<file path="config.mk">
export PLATFORM = sky130hd
export DESIGN_NAME = bankbuff_feeder
export DESIGN_NICKNAME = d
export VERILOG_FILES = /design/src/rtl/bankbuff_feeder.sv
export SDC_FILE = /design/constraint.sdc
export NUM_CORES = 1
export LEC_CHECK = 0
export BUFFER_PORTS_ARGS = -buffer_cell sky130_fd_sc_hd__clkbuf_2
export CAP_MARGIN = 5
export CORE_AREA = 4 4 175 177
export DETAILED_ROUTE_END_ITERATION = 7
export DIE_AREA = 0 0 179 181
export PLACE_DENSITY = 0.41
export SLEW_MARGIN = 20
export SYNTH_ARGS = -nofsm -noshare
export SYNTH_HDL_FRONTEND = slang
export SYNTH_SLANG_ARGS = --single-unit
</file>
<file path="constraint.sdc">
create_clock -name clk -period 3.85 [get_ports clk]
set_input_delay 0.1925 -clock clk [delete_from_list [all_inputs] [get_ports clk]]
set_output_delay 0.1925 -clock clk [all_outputs]
set_load 0.01 [all_outputs]
</file>
<file path="src/rtl/bankbuff_feeder.sv">
// Row sequencer feeding the bank buffer from image SRAM and presenting
// completed vertical windows to the MAC array, left strip then right strip.
//
//   state  | meaning
//   -------+-----------------------------------------------------------
//   IDLE   | waiting for start
//   CLR    | clear bank buffer, reset pushed-row count
//   RD     | issue SRAM read for strip*IMG_ROWS+row
//   PUSH   | shift returned row into bank buffer
//   WIN    | window complete and frozen until win_ready
//   DONE   | one-cycle frame-complete pulse
module bankbuff_feeder #(
   parameter int FXP          = 6,
   parameter int BB_REG_WIDTH = 36,
   parameter int MAC_CN_HGT   = 5,
   parameter int IMG_ROWS     = 32,
   parameter int ADDR_W       = 10
) (
   input  logic                             clk,
   input  logic                             rst_n,
   input  logic                             start,
   output logic                             busy,
   output logic                             done,
   output logic                             mem_rd_en,
   output logic [ADDR_W-1:0]                mem_addr,
   input  logic [BB_REG_WIDTH*FXP-1:0]      mem_rd_data,
   output logic                             bb_en,
   output logic                             bb_clr,
   output logic [BB_REG_WIDTH*FXP-1:0]      bb_val_in,
   output logic                             bb_roi_lb_r,
   output logic                             win_valid,
   input  logic                             win_ready,
   output logic [$clog2(IMG_ROWS)-1:0]      win_row
);

   localparam int RW = $clog2(IMG_ROWS);
   localparam int CW = $clog2(MAC_CN_HGT + 1);
   localparam logic [RW-1:0]     ROW_LAST   = RW'(IMG_ROWS - 1);
   localparam logic [RW-1:0]     WIN_OFS    = RW'(MAC_CN_HGT - 1);
   localparam logic [CW-1:0]     CNT_FULL   = CW'(MAC_CN_HGT);
   localparam logic [ADDR_W-1:0] STRIP_BASE = ADDR_W'(IMG_ROWS);

   typedef enum logic [2:0] {
      S_IDLE, S_CLR, S_RD, S_PUSH, S_WIN, S_DONE
   } state_t;

   state_t          state_q, state_d;
   logic            strip_q, strip_d;
   logic [RW-1:0]   row_q, row_d;
   logic [CW-1:0]   cnt_q, cnt_d;
   logic [CW-1:0]   cnt_inc;

   assign cnt_inc = (cnt_q == CNT_FULL) ? cnt_q : cnt_q + CW'(1);

   always_ff @(posedge clk) begin
      if (!rst_n) begin
         state_q <= S_IDLE;
         strip_q <= 1'b0;
         row_q   <= '0;
         cnt_q   <= '0;
      end else begin
         state_q <= state_d;
         strip_q <= strip_d;
         row_q   <= row_d;
         cnt_q   <= cnt_d;
      end
   end

   always_comb begin
      state_d = state_q;
      strip_d = strip_q;
      row_d   = row_q;
      cnt_d   = cnt_q;
      case (state_q)
         S_IDLE: begin
            if (start) begin
               state_d = S_CLR;
               strip_d = 1'b0;
               row_d   = '0;
            end
         end
         S_CLR: begin
            cnt_d   = '0;
            state_d = S_RD;
         end
         S_RD: state_d = S_PUSH;
         S_PUSH: begin
            cnt_d = cnt_inc;
            if (cnt_inc == CNT_FULL) begin
               state_d = S_WIN;
            end else begin
               row_d   = row_q + RW'(1);
               state_d = S_RD;
            end
         end
         S_WIN: begin
            if (win_ready) begin
               if (row_q != ROW_LAST) begin
                  row_d   = row_q + RW'(1);
                  state_d = S_RD;
               end else if (!strip_q) begin
                  strip_d = 1'b1;
                  row_d   = '0;
                  state_d = S_CLR;
               end else begin
                  state_d = S_DONE;
               end
            end
         end
         S_DONE:  state_d = S_IDLE;
         default: state_d = S_IDLE;
      endcase
   end

   // Moore outputs; everything data-bearing is forced to zero outside its state
   always_comb begin
      busy        = (state_q != S_IDLE);
      done        = 1'b0;
      mem_rd_en   = 1'b0;
      mem_addr    = '0;
      bb_en       = 1'b0;
      bb_clr      = 1'b0;
      bb_val_in   = '0;
      win_valid   = 1'b0;
      win_row     = '0;
      bb_roi_lb_r = strip_q;
      case (state_q)
         S_CLR:  bb_clr = 1'b1;
         S_RD: begin
            mem_rd_en = 1'b1;
            mem_addr  = (strip_q ? STRIP_BASE : '0) + ADDR_W'(row_q);
         end
         S_PUSH: begin
            bb_en     = 1'b1;
            bb_val_in = mem_rd_data;
         end
         S_WIN: begin
            win_valid = 1'b1;
            win_row   = row_q - WIN_OFS;
         end
         S_DONE:  done = 1'b1;
         default: ;
      endcase
   end

endmodule

</file>
==> flow_summary.ini, run 1 <==
[clock_tree]
cts_buffers = 3
cts_setup_buffers = 0
clk_pin_slew_worst_paths_ns = 0.05
clock_path_buffers = 2
cts_tree = yes
clock_latency_ns = 0.24
htreeDepth = 1
clock-sinks = 12
postCtsHoldBufs = 0
post_cts_resized = 0
cts-root-buf = clkbuf_16

[synthesis]
yosysUniqueCellTypes = 44
yosysTopAreaCell = and2_1
ys_warn_count = 0
ys.flop_type = dfxtp_1
syn_inst = 355
synth.avg_cell_area_um2 = 6.77
ys_seq_area_frac = 0.0999
syn_area_mm2 = 0.00240
synthTopCellsByArea = and2_1, dfxtp_1, clkbuf_2
synth_top_area_frac = 0.572
ys_async_sr_fraction = 0
ys_seq_elements = 12
synth_edf_count = 0

[min_path]
hold_class = in2reg

[sta]
hold_viol_final = 0
setup_violations = 0
finClkSkew_ns = 0.00172
worst_slack_ns = 1.39
finalCritPeriodShare = 0.638
worstMarginPinSlew_ns = 0.752
fmax_mhz = 407
drv_slew = 0
slew_headroom = 0.498
finalSetupTns_ns = 0
rsz0062_at_grt = false
fin_crit_ns = 2.46

[power_and_ir_drop]
p_int_uw = 421
power_switching_uw = 188
p_seq_frac = 0.221
powerDensity_mw_per_mm2 = 119
peakVddDrop_mv = 0.197
combPwrFrac = 0.423
netSwitchingFraction = 0.309
clockPowerShare = 0.355
leakage_uw = 0.00311

[route]
drt_wl_total_um = 17200
drt-initial-drc-count = 157
num_vias = 3870
drcViolationCount = 0
via_per_inst = 3.29
dr.pass1.iters = 4
drt-wirelength-per-cell_um = 14.6
postRouteAntennaNets = 0

[final_layout]
layout_common_cells = clkbuf_2, and2_1, dfxtp_1
nets = 1010
drive_gt1_frac = 0.599
area_delta_synth_final_pct = 113
layout_commonest_cell = clkbuf_2

[grt]
grt_pass1_vias = 3737
grt_first_pass_wirelength_um = 23500
antenna_found_initial = 2
grt-ovfl-total = 0
grt_util_all_layers = 0.0928
grt_start_max_net_pins = 123

[placement]
dp.final_hpwl_um = 15300
portBuffers = 453
routabilityCongestion = 0.862
place_ws_ns = 1.43

[die]
die-area_mm2 = 0.0324
ios = 458
die_y_um = 181
die_x_um = 179
core_mm2 = 0.0292
rows = 63
initial_core_util = 0.0822

[critical_path]
crit_type = reg2out
cp-end-kind = primary output
critPathLaunchType = register
arrival_ns = 2.26
cp.required_ns = 3.66
path_max_fanout = 100

[flow_run]
maxCapViolCount = 0

[outcome]
outcome = completed
## metrics by stage
| stage | hold WS (ns) | area, um2 | std cells | utilization | power [uW] |
|---|---|---|---|---|---|
| 6_report | 0.283 | 5110 | 1176 | 0.175 | 609 |
| 5_1_grt | 0.301 | 5110 | 1175 | 0.175 | 653 |
| 4_1_cts | 0.282 | 5100 | 1173 | 0.175 | 617 |
| 3_5_place_dp | 0.510 | 5020 | 1169 | 0.172 | 397 |
| 3_3_place_gp | 0.521 | 5020 | 1169 | 0.172 | 398 |
| 2_1_floorplan | 0.388 | 2420 | 358 | - | 236 |
## synthesized netlist by cell type (2+ instances only)
cell and n:
buf_4 4, and3b_1 2, inv_1 3, clkbuf_2 20
nand4_1 2, nor3_1 2, dfxtp_1 12, nand2_1 11
nor2b_1 4, a21oi_1 6, nand3b_1 2, mux2i_1 2
a41o_1 4, nand3_1 2, and2_1 220, nand2b_1 2
ha_1 6, and3_1 9, clkbuf_1 5, nor2_1 8
buf_2 3, buf_6 2, o21ai_0 3
## state kept, by name, summed over array words and instances, names as in the netlist
| name | cells |
|---|---|
| bb_roi_lb_r | 1 |
| cnt_q | 3 |
| row_q | 5 |
| state_q | 3 |
## metal layers
metal | up-vias | GRT usage | routed length (um)
met5 | - | 0 | 0
met4 | 0 | 0.0120 | 68
met3 | 4 | 0.0138 | 1320
met2 | 182 | 0.146 | 7750
met1 | 1725 | 0.137 | 8030
li1 | 1959 | - | -
## layout make-up
class / instances / area (um2)
multi-input combinational: 308 / 1980
antenna: 3 / 7.51
sequential: 12 / 240
clock buffer: 4 / 88.8
fill: 3403 / 24100
inverter: 4 / 15.0
timing repair buffer: 455 / 2290
tap: 390 / 488
## worst paths after layout
check	from	end	slack, ns	cells past startpoint
worst min register to register	row_q[4]	row_q[4]	0.52	2
worst min-delay path	win_ready	bb_roi_lb_r	0.28	3
worst max register to register	state_q[1]	row_q[3]	1.46	5
worst max-delay path	state_q[1]	bb_val_in[107]	1.39	4
## worst max-delay path, stage by stage, from the launching register on
cell and delay [ns]:
dfxtp_1 0.67, and3b_4 0.32, buf_4 0.57, and2_1 0.25, clkbuf_2 0.14
## power groups by stage
stage	clock, uW	sequential [uW]	combinational (uW)
floorplan	0	132	104
global placement	0	137	261
detailed placement	0	137	259
CTS	221	135	261
global route	230	136	287
finish	216	135	258
## logic make-up after synthesis
group / after synthesis / synth area share
AOI/OAI and AO/OA: 24 / 0.0791
xor gates and xnor gates: 1 / 0.00364
adders and majority gates: 6 / 0.0312
buffers and inverters: 38 / 0.0838
DFF: 12 / 0.0999
muxes: 2 / 0.00832
other: 1 / 0.00156
and+or+nand+nor: 271 / 0.693
Power figures use the tool's default switching activity.
==> run 2: changes to the inputs <==
Settings changed: CORE_AREA 4 4 175 177 to 4 4 174 176, DIE_AREA 0 0 179 181 to 0 0 178 180.
Clock period 3.85 ns to 2.5 ns, I/O delays scaled along.
==> run 2 against run 1 <==
Setup slack worse by 0.97 ns. Via count up 0.39%. Count of clock-buffer cells in the layout unchanged. Critical endpoint is now bb_val_in[80]. Largest cell class unchanged. Highest routed layer unchanged.
==> flow_summary.ini, run 2 (synthesized netlist as in run 1, its figures left out) <==
[final_layout]
fin_util = 0.179
area_delta_synth_final_pct = 113
layout_commonest_cell = clkbuf_2
drive_gt1_frac = 0.599
largest_reg_flops = 5
regMostFlops = row_q
register_area_um2 = 240
nFillCells = 3313
nets = 1011
layout_common_cells = clkbuf_2, and2_1, dfxtp_1
reg_top3 = row_q: 5 flops, cnt_q: 3 flops, state_q: 3 flops
multi_input_area_mm2 = 0.00198

[clock_tree]
clk_pin_slew_worst_paths_ns = 0.05
clock_latency_ns = 0.25
cts_tree = yes
postCtsHoldBufs = 0
clock_path_buffers = 2
cts_buffers = 3
post_cts_resized = 0
cts-root-buf = clkbuf_16
htreeDepth = 1
clock-sinks = 12
cts_setup_buffers = 0

[power_and_ir_drop]
leakage_uw = 0.00312
powerDensity_mw_per_mm2 = 185
clockPowerShare = 0.357
fin_total_pwr_uw = 948
peakVddDrop_mv = 0.124
p_seq_frac = 0.215
combPwrFrac = 0.428
netSwitchingFraction = 0.312
p_int_uw = 652
power_switching_uw = 296

[route]
drt-wirelength-per-cell_um = 14.8
drt-initial-drc-count = 128
drcViolationCount = 0
via_per_inst = 3.31
dr.pass1.iters = 4
drt_wl_total_um = 17400
num_vias = 3885
postRouteAntennaNets = 0

[grt]
grt_start_max_net_pins = 128
grt-ovfl-total = 0
grt_first_pass_wirelength_um = 24500
grt_util_all_layers = 0.0978
antenna_found_initial = 4
grt_pass1_vias = 3836

[die]
die-area_mm2 = 0.0320
initial_core_util = 0.0840
core_mm2 = 0.0286
die_y_um = 180
ios = 458
rows = 62
die_x_um = 178

[sta]
finClkSkew_ns = 0.00446
slew_headroom = 0.659
worstMarginPinSlew_ns = 0.510
finalCritPeriodShare = 0.833
setup_violations = 0
finalSetupTns_ns = 0
rsz0062_at_grt = false
fmax_mhz = 480
drv_slew = 0
fin_crit_ns = 2.08
hold_viol_final = 0
whs_ns = 0.220

[critical_path]
ff2ff_setup_slack_ns = 0.52
path_max_fanout = 127
cp.required_ns = 2.38
crit_type = reg2out
timing.rr.start = row_q[0]
rr_worst_depth = 7
critPathLaunchType = register
cp-end-kind = primary output
r2r_end = row_q[2]
arrival_ns = 1.96

[placement]
dp.final_hpwl_um = 15400
portBuffers = 453
routabilityCongestion = 0.876

[min_path]
worstHoldStart = win_ready
hold_class = in2reg
hold_depth = 3
worstHoldEndpoint = bb_roi_lb_r

[outcome]
outcome = completed

[flow_run]
maxCapViolCount = 0
run 2: cell types whose count changed in the layout (fill, tap and decap cells not counted), sizes merged:
cell   delta
buf       +1
diode     +2
run 2: area by class of cell:
class,instances,share of cell area
diodes,5,0.00244
clock buffers,4,0.0173
inverters,4,0.00293
multi-input cells,308,0.386
flip-flops and latches,12,0.0468
well taps,384,0.0937
repair buffers,456,0.451
run 2: worst max-delay path: stages (launching register included):
cell and delay (ns):
dfxtp_1 0.56, and3b_4 0.36, buf_12 0.33, and2_1 0.24
clkbuf_2 0.15
run 2: metrics by stage:
step / area, um2 / worst slack, ns / cells
floorplan: 2420 / 0.673 / 358
detailed placement: 5030 / 0.520 / 1164
finish: 5130 / 0.418 / 1173
CTS: 5120 / 0.433 / 1168
global route: 5120 / 0.269 / 1171
global placement: 5030 / 0.496 / 1164
run 2: metal layers:
metal	vias up	share of wire	global-route usage
li1	1962	-	-
met1	1702	0.42	0.126
met2	206	0.47	0.164
met3	15	0.095	0.0214
met4	0	0.016	0.0278
met5	-	0	0
run 2: worst max-delay path by stage:
stage                from            end  slack [ns]  cells after the start
2_1_floorplan    row_q[0]       row_q[2]        0.67                      7
3_3_place_gp     row_q[0]       row_q[3]        0.50                      7
3_5_place_dp     row_q[0]       row_q[3]        0.52                      7
4_1_cts        state_q[0]  bb_val_in[92]        0.43                      4
5_1_grt        state_q[0]  bb_val_in[80]        0.27                      4
6_report       state_q[0]  bb_val_in[80]        0.42                      4
run 2: power by group through the flow:
stage	Sequential, uW	Combinational, uW	Clock, uW
floorplan	203	160	0
global placement	207	415	0
detailed placement	207	410	0
CTS	203	413	349
global route	205	451	357
finish	203	406	338
==> run 3: changes to the inputs <==
Settings changed: CORE_AREA 4 4 174 176 to 4 4 176 178, DIE_AREA 0 0 178 180 to 0 0 180 182, PLACE_DENSITY 0.41 to 0.42.
Clock period 2.5 ns to 1.69 ns, I/O delays scaled along.
==> run 3 against run 2 <==
Clock skew is 0.0015 ns lower. Via count increased by 4.1%. Die area increased by 2.2%. Combinational power rose by 68%. Critical path depth is 1 higher. Wire length increased by 17%. Worst hold slack got worse by 0.020 ns. Sequential cell count unchanged. Register-to-register slack worse by 0.48 ns. Global-route usage increased by 1.1 points.
==> flow_summary.ini, run 3 (synthesized netlist as in run 1, its figures left out) <==
[route]
dr_wl_met2_um = 9390
drt-initial-drc-count = 156
num_vias = 4043
met1_length_um = 9090
drt_wl_total_um = 20400
via_per_inst = 3.36
drt-wirelength-per-cell_um = 17.0
wl_met3_um = 1870
maxUsedRoutingLayer = met4
drcViolationCount = 0
dr.pass1.iters = 4
postRouteAntennaNets = 0

[final_layout]
fin_util = 0.190
layout_commonest_cell = clkbuf_2
area_delta_synth_final_pct = 132
nFillCells = 3391
largest_reg_flops = 5
nets = 1039
regMostFlops = row_q
finalInstanceArea_mm2 = 0.00557
layout_common_cells = clkbuf_2, and2_1, buf_4
reg_top3 = row_q: 5 flops, cnt_q: 3 flops, state_q: 3 flops
drive_gt1_frac = 0.646

[clock_tree]
cts_tree = yes
clk_pin_slew_worst_paths_ns = 0.04
cts-root-buf = clkbuf_16
postCtsHoldBufs = 0
clock_path_buffers = 2
clock-sinks = 12
cts_buffers = 3
htreeDepth = 1
clock_latency_ns = 0.24

[flow_run]
maxCapViolCount = 0

[critical_path]
cp.required_ns = 1.61
cp-end-kind = primary output
path_max_fanout = 46
crit_type = reg2out
critPathLaunchType = register
crit_buf_inv = 3
worst_path_max_delay_cell = and3b_4
critPathTopFamily = simple AND/OR/NAND/NOR gates
max_stage_delay_ns = 0.36
arrival_ns = 1.58
crit_chain = and3b_4 -> buf_12 -> buf_16 -> and2_1 -> clkbuf_2
rr_worst_depth = 8
cp.depth = 5

[sta]
fin_crit_ns = 1.66
setup_violations = 0
hold_viol_final = 0
rsz0062_at_grt = true
finClkSkew_ns = 0.00297
whs_ns = 0.200
drv_slew = 0
fmax_mhz = 602
finalCritPeriodShare = 0.983
worst_slack_ns = 0.0285

[grt]
grt_first_pass_wirelength_um = 27500
antenna_found_initial = 2
grt_util_all_layers = 0.109
grt_start_max_net_pins = 93
grt_pass1_vias = 3920
grt-ovfl-total = 0

[die]
initial_core_util = 0.0818
die_x_um = 180
die-area_mm2 = 0.0328
rows = 63
die_y_um = 182
ios = 458
core_mm2 = 0.0294

[min_path]
hold_depth = 3
hold_class = in2reg

[placement]
dp.final_hpwl_um = 18000
routabilityCongestion = 0.814
place_ws_ns = -0.0709
placed_area_mm2 = 0.00519
portBuffers = 453

[outcome]
outcome = completed

[power_and_ir_drop]
peakVddDrop_mv = 0.275
leakage_uw = 0.00333
powerDensity_mw_per_mm2 = 253
run 3: worst paths after layout:
path / from / end / slack (ns)
worst min-delay path: win_ready / bb_roi_lb_r / 0.20
worst max register to register: row_q[3] / row_q[3] / 0.04
worst max-delay path: state_q[2] / bb_val_in[57] / 0.03
worst min register to register: cnt_q[1] / cnt_q[1] / 0.60
run 3: worst min-delay path: stages:
cell and delay [ns]:
clkbuf_2 0.12, a32oi_1 0.10, nor2b_1 0.09
run 3: per-stage QoR:
step,total power [uW],cells,TNS (ns)
after detailed placement,949,1189,-0.178
after CTS,1400,1193,-0.169
after floorplan,537,358,0
after global placement,954,1189,-0.174
after global routing,1510,1202,-0.768
final,1410,1202,0
run 3: layout make-up:
type,count,area [um2],area share
timing repair buffer,483,2640,0.474
sequential,12,251,0.0451
inverter,4,15.0,0.00269
tap,390,488,0.0876
multi-input combinational,309,2100,0.377
clock buffer,3,75.1,0.0135
antenna,1,2.50,0.000449
run 3: layer usage:
metal	vias up	track usage
met3	5	0.0335
met2	185	0.167
li1	2011	-
met4	0	0.0107
met1	1842	0.155
met5	-	0
run 3: where the power goes:
| group | switching (uW) | internal [uW] | total, uW |
|---|---|---|---|
| Sequential | 7.14 | 291 | 298 |
| Clock | 124 | 308 | 433 |
| Combinational | 319 | 363 | 682 |
run 3: timing repair:
action,CTS,global route
endpoints found under the setup margin,120,147
resized for setup,11,56
cloned,0,3
setup buffers,1,5
pin swaps,2,7
